### config.mk
export PLATFORM = sky130hd
export DESIGN_NAME = interrupt_controller_flat
export DESIGN_NICKNAME = d
export VERILOG_FILES = /design/src/rtl/interrupt_controller_if.sv /design/src/rtl/interrupt_controller.sv /design/src/flat_wrapper.sv
export SDC_FILE = /design/constraint.sdc
export NUM_CORES = 1
export LEC_CHECK = 0
export CAP_MARGIN = 20
export CORE_MARGIN = 1.5
export CORE_UTILIZATION = 50
export CTS_CLUSTER_SIZE = 25
export DETAILED_ROUTE_END_ITERATION = 7
export DONT_BUFFER_PORTS = 1
export PLACE_DENSITY = 0.7
export SETUP_SLACK_MARGIN = 0.15
export SLEW_MARGIN = 20
export SYNTH_ARGS = -nofsm -noshare
export SYNTH_HDL_FRONTEND = slang
export SYNTH_SLANG_ARGS = --single-unit
### constraint.sdc
create_clock -name clock -period 3.3 [get_ports clock]
set_input_delay 0.165 -clock clock [delete_from_list [all_inputs] [get_ports clock]]
set_output_delay 0.165 -clock clock [all_outputs]
set_load 0.005 [all_outputs]
### src/rtl/interrupt_controller_if.sv
// Interrupt controller bus: source levels, timer/mask configuration and the control-unit handshake.
// Pure wiring; adds no latency.
// No backpressure of its own; the request is held by the controller until ack.
interface interrupt_controller_if #(
  parameter int N_EXT = 3,
  parameter int CNT_W = 16,
  parameter int ID_W  = 2
);
  localparam int N_SRC = N_EXT + 1;

  logic             stop;
  logic [N_EXT-1:0] irq_in;
  logic             quantum_we;
  logic [CNT_W-1:0] quantum_in;
  logic             mask_we;
  logic [N_SRC-1:0] mask_in;
  logic             ack;
  logic             eoi;

  logic             sigint;
  logic [ID_W-1:0]  cause;
  logic [N_SRC-1:0] pending;
  logic             in_service;
  logic [CNT_W-1:0] count;

  // Control unit / IO side
  modport master (
    output stop, irq_in, quantum_we, quantum_in, mask_we, mask_in, ack, eoi,
    input  sigint, cause, pending, in_service, count
  );

  // Controller side
  modport slave (
    input  stop, irq_in, quantum_we, quantum_in, mask_we, mask_in, ack, eoi,
    output sigint, cause, pending, in_service, count
  );
endinterface

### src/rtl/interrupt_controller.sv
// Preemption timer (source 0) plus N_EXT edge-triggered sources, masked fixed-priority request to the control unit.
// Event latches at edge E; sigint rises at E+1 when idle; after eoi at F a still-pending source re-requests at F+1.
// sigint is held with a frozen cause until ack; no nesting while in service, new events keep latching.
module interrupt_controller #(
  parameter int N_EXT           = 3,
  parameter int CNT_W           = 16,
  parameter int QUANTUM_DEFAULT = 1000,
  parameter int ID_W            = 2
) (
  input  logic                   clock,
  input  logic                   reset,
  interrupt_controller_if.slave  bus
);
  localparam int N_SRC = N_EXT + 1;

  typedef enum logic [1:0] {IDLE, REQ, SERVICE} state_t;

  state_t           state;
  state_t           stateNext;
  logic [ID_W-1:0]  causeReg;
  logic [ID_W-1:0]  causeNext;
  logic [CNT_W-1:0] countReg;
  logic [CNT_W-1:0] quantumReg;
  logic [N_SRC-1:0] maskReg;
  logic [N_SRC-1:0] pendingReg;
  logic [N_EXT-1:0] irqPrev;
  logic [N_SRC-1:0] clearMask;
  logic [N_SRC-1:0] edgeSet;
  logic             timerRun;
  logic             timerExpire;

  // Lowest index wins, so the timer (source 0) has top priority.
  function automatic logic [ID_W-1:0] lowestIndex(input logic [N_SRC-1:0] req);
    lowestIndex = '0;
    for (int i = N_SRC - 1; i >= 0; i--) begin
      if (req[i]) lowestIndex = ID_W'(i);
    end
  endfunction

  // Timer runs outside service, unless halted or disabled; a quantum write pre-empts expiry.
  always_comb begin
    timerRun    = (state != SERVICE) && !bus.stop && (quantumReg != '0);
    timerExpire = timerRun && !bus.quantum_we && (countReg == quantumReg - CNT_W'(1));
    edgeSet     = {bus.irq_in & ~irqPrev, timerExpire};
  end

  // Next state, cause capture and the pending bit to retire on ack.
  always_comb begin
    stateNext = state;
    causeNext = causeReg;
    clearMask = '0;
    case (state)
      IDLE: begin
        if ((pendingReg & maskReg) != '0) begin
          stateNext = REQ;
          causeNext = lowestIndex(pendingReg & maskReg);
        end
      end
      REQ: begin
        if (bus.ack) begin
          stateNext = SERVICE;
          clearMask = N_SRC'(1) << causeReg;
        end
      end
      SERVICE: begin
        if (bus.eoi) stateNext = IDLE;
      end
      default: stateNext = IDLE;
    endcase
  end

  // State and cause registers.
  always_ff @(posedge clock) begin
    if (reset) begin
      state    <= IDLE;
      causeReg <= '0;
    end else begin
      state    <= stateNext;
      causeReg <= causeNext;
    end
  end

  // Timer, configuration, edge history and pending latches; a new event beats a same-cycle clear.
  always_ff @(posedge clock) begin
    if (reset) begin
      countReg   <= '0;
      quantumReg <= CNT_W'(QUANTUM_DEFAULT);
      maskReg    <= '1;
      pendingReg <= '0;
      irqPrev    <= '0;
    end else begin
      if (bus.quantum_we) begin
        quantumReg <= bus.quantum_in;
        countReg   <= '0;
      end else if (timerExpire) begin
        countReg   <= '0;
      end else if (timerRun) begin
        countReg   <= countReg + CNT_W'(1);
      end
      if (bus.mask_we) maskReg <= bus.mask_in;
      pendingReg <= (pendingReg & ~clearMask) | edgeSet;
      irqPrev    <= bus.irq_in;
    end
  end

  assign bus.sigint     = (state == REQ);
  assign bus.in_service = (state == SERVICE);
  assign bus.cause      = causeReg;
  assign bus.pending    = pendingReg;
  assign bus.count      = countReg;
endmodule

### src/flat_wrapper.sv
// flat-port wrapper written by rule: the top's interface ports become plain ports
module interrupt_controller_flat 
#(
  parameter int N_EXT           = 3,
  parameter int CNT_W           = 16,
  parameter int QUANTUM_DEFAULT = 1000,
  parameter int ID_W            = 2
)
  (clock, reset, bus_stop, bus_irq_in, bus_quantum_we, bus_quantum_in, bus_mask_we, bus_mask_in, bus_ack, bus_eoi, bus_sigint, bus_cause, bus_pending, bus_in_service, bus_count);
  interrupt_controller_if #(.N_EXT(N_EXT), .CNT_W(CNT_W), .ID_W(ID_W)) bus_i ();
  input  logic clock;
  input  logic reset;
  input wire logic [$bits(bus_i.stop)-1:0] bus_stop;
  input wire logic [$bits(bus_i.irq_in)-1:0] bus_irq_in;
  input wire logic [$bits(bus_i.quantum_we)-1:0] bus_quantum_we;
  input wire logic [$bits(bus_i.quantum_in)-1:0] bus_quantum_in;
  input wire logic [$bits(bus_i.mask_we)-1:0] bus_mask_we;
  input wire logic [$bits(bus_i.mask_in)-1:0] bus_mask_in;
  input wire logic [$bits(bus_i.ack)-1:0] bus_ack;
  input wire logic [$bits(bus_i.eoi)-1:0] bus_eoi;
  output wire logic [$bits(bus_i.sigint)-1:0] bus_sigint;
  output wire logic [$bits(bus_i.cause)-1:0] bus_cause;
  output wire logic [$bits(bus_i.pending)-1:0] bus_pending;
  output wire logic [$bits(bus_i.in_service)-1:0] bus_in_service;
  output wire logic [$bits(bus_i.count)-1:0] bus_count;
  assign bus_i.stop = bus_stop;
  assign bus_i.irq_in = bus_irq_in;
  assign bus_i.quantum_we = bus_quantum_we;
  assign bus_i.quantum_in = bus_quantum_in;
  assign bus_i.mask_we = bus_mask_we;
  assign bus_i.mask_in = bus_mask_in;
  assign bus_i.ack = bus_ack;
  assign bus_i.eoi = bus_eoi;
  assign bus_sigint = bus_i.sigint;
  assign bus_cause = bus_i.cause;
  assign bus_pending = bus_i.pending;
  assign bus_in_service = bus_i.in_service;
  assign bus_count = bus_i.count;
  interrupt_controller #(.N_EXT(N_EXT), .CNT_W(CNT_W), .QUANTUM_DEFAULT(QUANTUM_DEFAULT), .ID_W(ID_W)) u_core (.clock(clock), .reset(reset), .bus(bus_i));
endmodule
==> run_results.csv <==
group,metric,value,unit
layout,fin_util,59.4,%
grt,antenna_found_initial,0,
timing,fmax,357,MHz
synthesis,yosysWarnings,0,
layout,postLayoutCellArea,2820,µm²
synthesis,muxShareOfSynthArea,8.41,%
power,ir_drop,0.265,mV
synthesis,synth.cell_area,2500,µm²
synthesis,yosys.area_share.simple,26.4,%
route,vias_per_cell,5.73,
run_status,status,"complete, no violations",
critical_path,critPathRequiredTime,3.49,ns
grt,grt_overflow,0,
timing,worst_slack,0.501,ns
critical_path,crit_path_top_delay_cell,"or4_1",
synthesis,synth-compound-area-share,11.6,%
cts,numClockSinks,47,
timing,relSlewSlack,29.7,%
floorplan,die_area,5430,µm²
layout,n_antenna_cell,0,
cts,root_buffer,"clkbuf_8",
floorplan,die_h,73.7,µm
synthesis,synth_top_area_share,37.6,%
cts,clock_latency,0.30,ns
synthesis,syn_area_per_cell,8.62,µm²
power,p_per_area,436,nW/µm²
synthesis,ys.flop_type,"dfxtp_1",
critical_path,crit_type,"flip-flop to flip-flop",
synthesis,ys_types,50,
critical_path,critPathMaxStageDelay,0.50,ns
critical_path,crit_path_cell_trace,"inv_1, ha_1, or3b_1, or4_1, a22oi_1, o2111ai_1, o41ai_4, buf_4, nor2_1",
cts,tritoncts,"yes",
grt,grt_pass1_wl,9360,µm
route,num_vias,2113,
synthesis,synth_edf_count,0,
worst_hold_path,hold_path_class,"input pin to flip-flop",
timing,post-route-period-util,84.8,%
synthesis,synth-seq-area-share,37.6,%
cts,cts_buffer_depth,2,
critical_path,path_max_fanout,16,
cts,cts_max_level,2,
timing,worst_pin_slew,1.05,ns
power,p_leak,1.12,nW
timing,rsz0062_at_grt,"false",
placement,pre_cts_slack,0.516,ns
critical_path,crit_family,"simple AND/OR/NAND/NOR gates",
placement,placed_area,2510,µm²
route,drt_first_pass_iters,4,
grt,grt_usage,22.4,%
grt,use_met1,30.8,%
synthesis,ys_top_cells_by_area,"dfxtp_1 (38%), mux2i_1 (8.4%), xor2_1 (7.0%), nor2_1 (5.1%), xnor2_1 (3.5%)",
timing,slew_viol_final,0,
layout,final_cell_mix,"dfxtp_1 (47), nor2_1 (34), nand2_1 (22), mux2i_1 (21), xor2_1 (20)",
route,drt_iter0_drc,129,
grt,met3_usage,5.49,%
route,drc,0,
synthesis,synth.largest_area_cell,"dfxtp_1",
timing,setup_viol,0,
timing,layout_min_cycle_time,2.80,ns
flow_run,maxCapViolCount,0,
critical_path,startpoint_type,"flip-flop",
grt,grt_pass1_vias,1930,
power,p_total,1.23,mW
route,wire_per_inst,16.0,µm
floorplan,start_util,52.6,%
synthesis,synth-seq-cells,47,
layout,nNetsFinal,333,
layout,final_common_cell,"dfxtp_1",
timing,tns,0,ns
synthesis,synth_fa_ha_area_share,1.00,%
timing,hold_violations,0,
floorplan,die_w,73.7,µm
placement,hpwlAfterDp,4090,µm
timing,hold_ws,0.00664,ns
synthesis,postSynthNetCount,322,
synthesis,synth_xor_area_share,10.5,%
route,antenna_left,0,
synthesis,synth_cells,290,
timing,finClkSkew,0.00510,ns
grt,grt_busiest_layer,"met2",
cts,numCtsBuffers,5,
route,wl,5900,µm
floorplan,pin_count,54,
cts,cts.clk_slew.worst_paths,0.09,ns
layout,stdcell_count,369,
critical_path,crit_buf_inv,2,
critical_path,endpoint_kind,"flip-flop",
placement,port_buffers,0,
grt,grt_max_degree,22,
placement,dpl.cell_count,342,
cts,postCtsSetupBuffers,0,
placement,place.gp.congestion,0.893,
synthesis,postSynth.asyncResetShare,0,%
grt,use_met2,33.8,%
floorplan,rows,25,
synthesis,synth_top_family_by_area,"simple AND/OR/NAND/NOR gates",
layout,drive_gt1_share,4.64,%
cts,ctsResizeCount,0,
layout,syn_to_final_growth,12.9,%
floorplan,core_area,4750,µm²
critical_path,crit_arrival,2.99,ns
cell usage after synthesis, types with 2 or more instances:
| library cell | instances |
|---|---|
| dfxtp_1 | 47 |
| nor2_1 | 34 |
| nand2_1 | 22 |
| mux2i_1 | 21 |
| xor2_1 | 20 |
| nand3_1 | 13 |
| a21oi_1 | 11 |
| and3_1 | 11 |
| clkbuf_1 | 10 |
| xnor2_1 | 10 |
| nor4_1 | 8 |
| inv_1 | 6 |
| nor2b_1 | 6 |
| o21ai_0 | 6 |
| nand2b_1 | 5 |
| and2_1 | 4 |
| nand4_1 | 4 |
| nor3_1 | 4 |
| or4_1 | 4 |
| a211oi_1 | 3 |
| buf_6 | 3 |
| o31ai_1 | 3 |
| a211o_1 | 2 |
| a21o_1 | 2 |
| a31oi_1 | 2 |
| ha_1 | 2 |
| nand4b_1 | 2 |
| nor4b_1 | 2 |
| or3_1 | 2 |
metal layers:
| metal | part of all wire [%] | vias to the layer above |
|---|---|---|
| li1 | - | 1047 |
| met1 | 46 | 995 |
| met2 | 45 | 63 |
| met3 | 6.9 | 8 |
| met4 | 1.8 | 0 |
| met5 | 0 | - |
cell type report:
class / instances / area (µm²)
multi-input combinational: 220 / 1450
clock buffer: 6 / 82.6
clock inverter: 2 / 38.8
timing repair buffer: 20 / 198
inverter: 7 / 26.3
tap: 67 / 83.8
sequential: 47 / 941
fill: 415 / 1930
kinds of logic after synthesis:
family,count (synthesis)
adders and majority gates,2
xor gates and xnor gates,30
and+or+nand+nor,127
muxes,21
DFF,47
AOI/OAI and AO/OA,40
buffers and inverters,23
registers in the layout (all words and copies together) (netlist names):
name	cells
u_core.irqPrev	3
u_core.quantumReg	16
u_core.bus.pending	4
u_core.state	2
u_core.bus.count	16
u_core.bus.cause	2
u_core.maskReg	4
path summary, 6_finish.rpt:
path                                      from                               end  slack [ns]  cells past startpoint
max reg2reg  u_core.quantumReg[0]$_SDFFE_PP0P_  u_core.bus.count[5]$_SDFFE_PP0P_        0.50                      9
min reg2reg       u_core.irqPrev[0]$_SDFF_PP0_  u_core.bus.pending[1]$_SDFF_PP0_        0.49                      2
max          u_core.quantumReg[0]$_SDFFE_PP0P_  u_core.bus.count[5]$_SDFFE_PP0P_        0.50                      9
min                              bus_irq_in[1]  u_core.bus.pending[2]$_SDFF_PP0_       0.007                      2
timing repair:
item	4_1_cts	5_1_grt
setup endpoints to repair	0	0
endpoints found under the hold margin	31	0
hold buffers	19	0
power breakdown:
group	internal [mW]	switching [mW]	leakage [nW]
clock network	0.249	0.206	0.0618
registers	0.593	0.0359	0.386
logic	0.0731	0.0735	0.668
No activity file was read; power rests on OpenSTA's default activity.
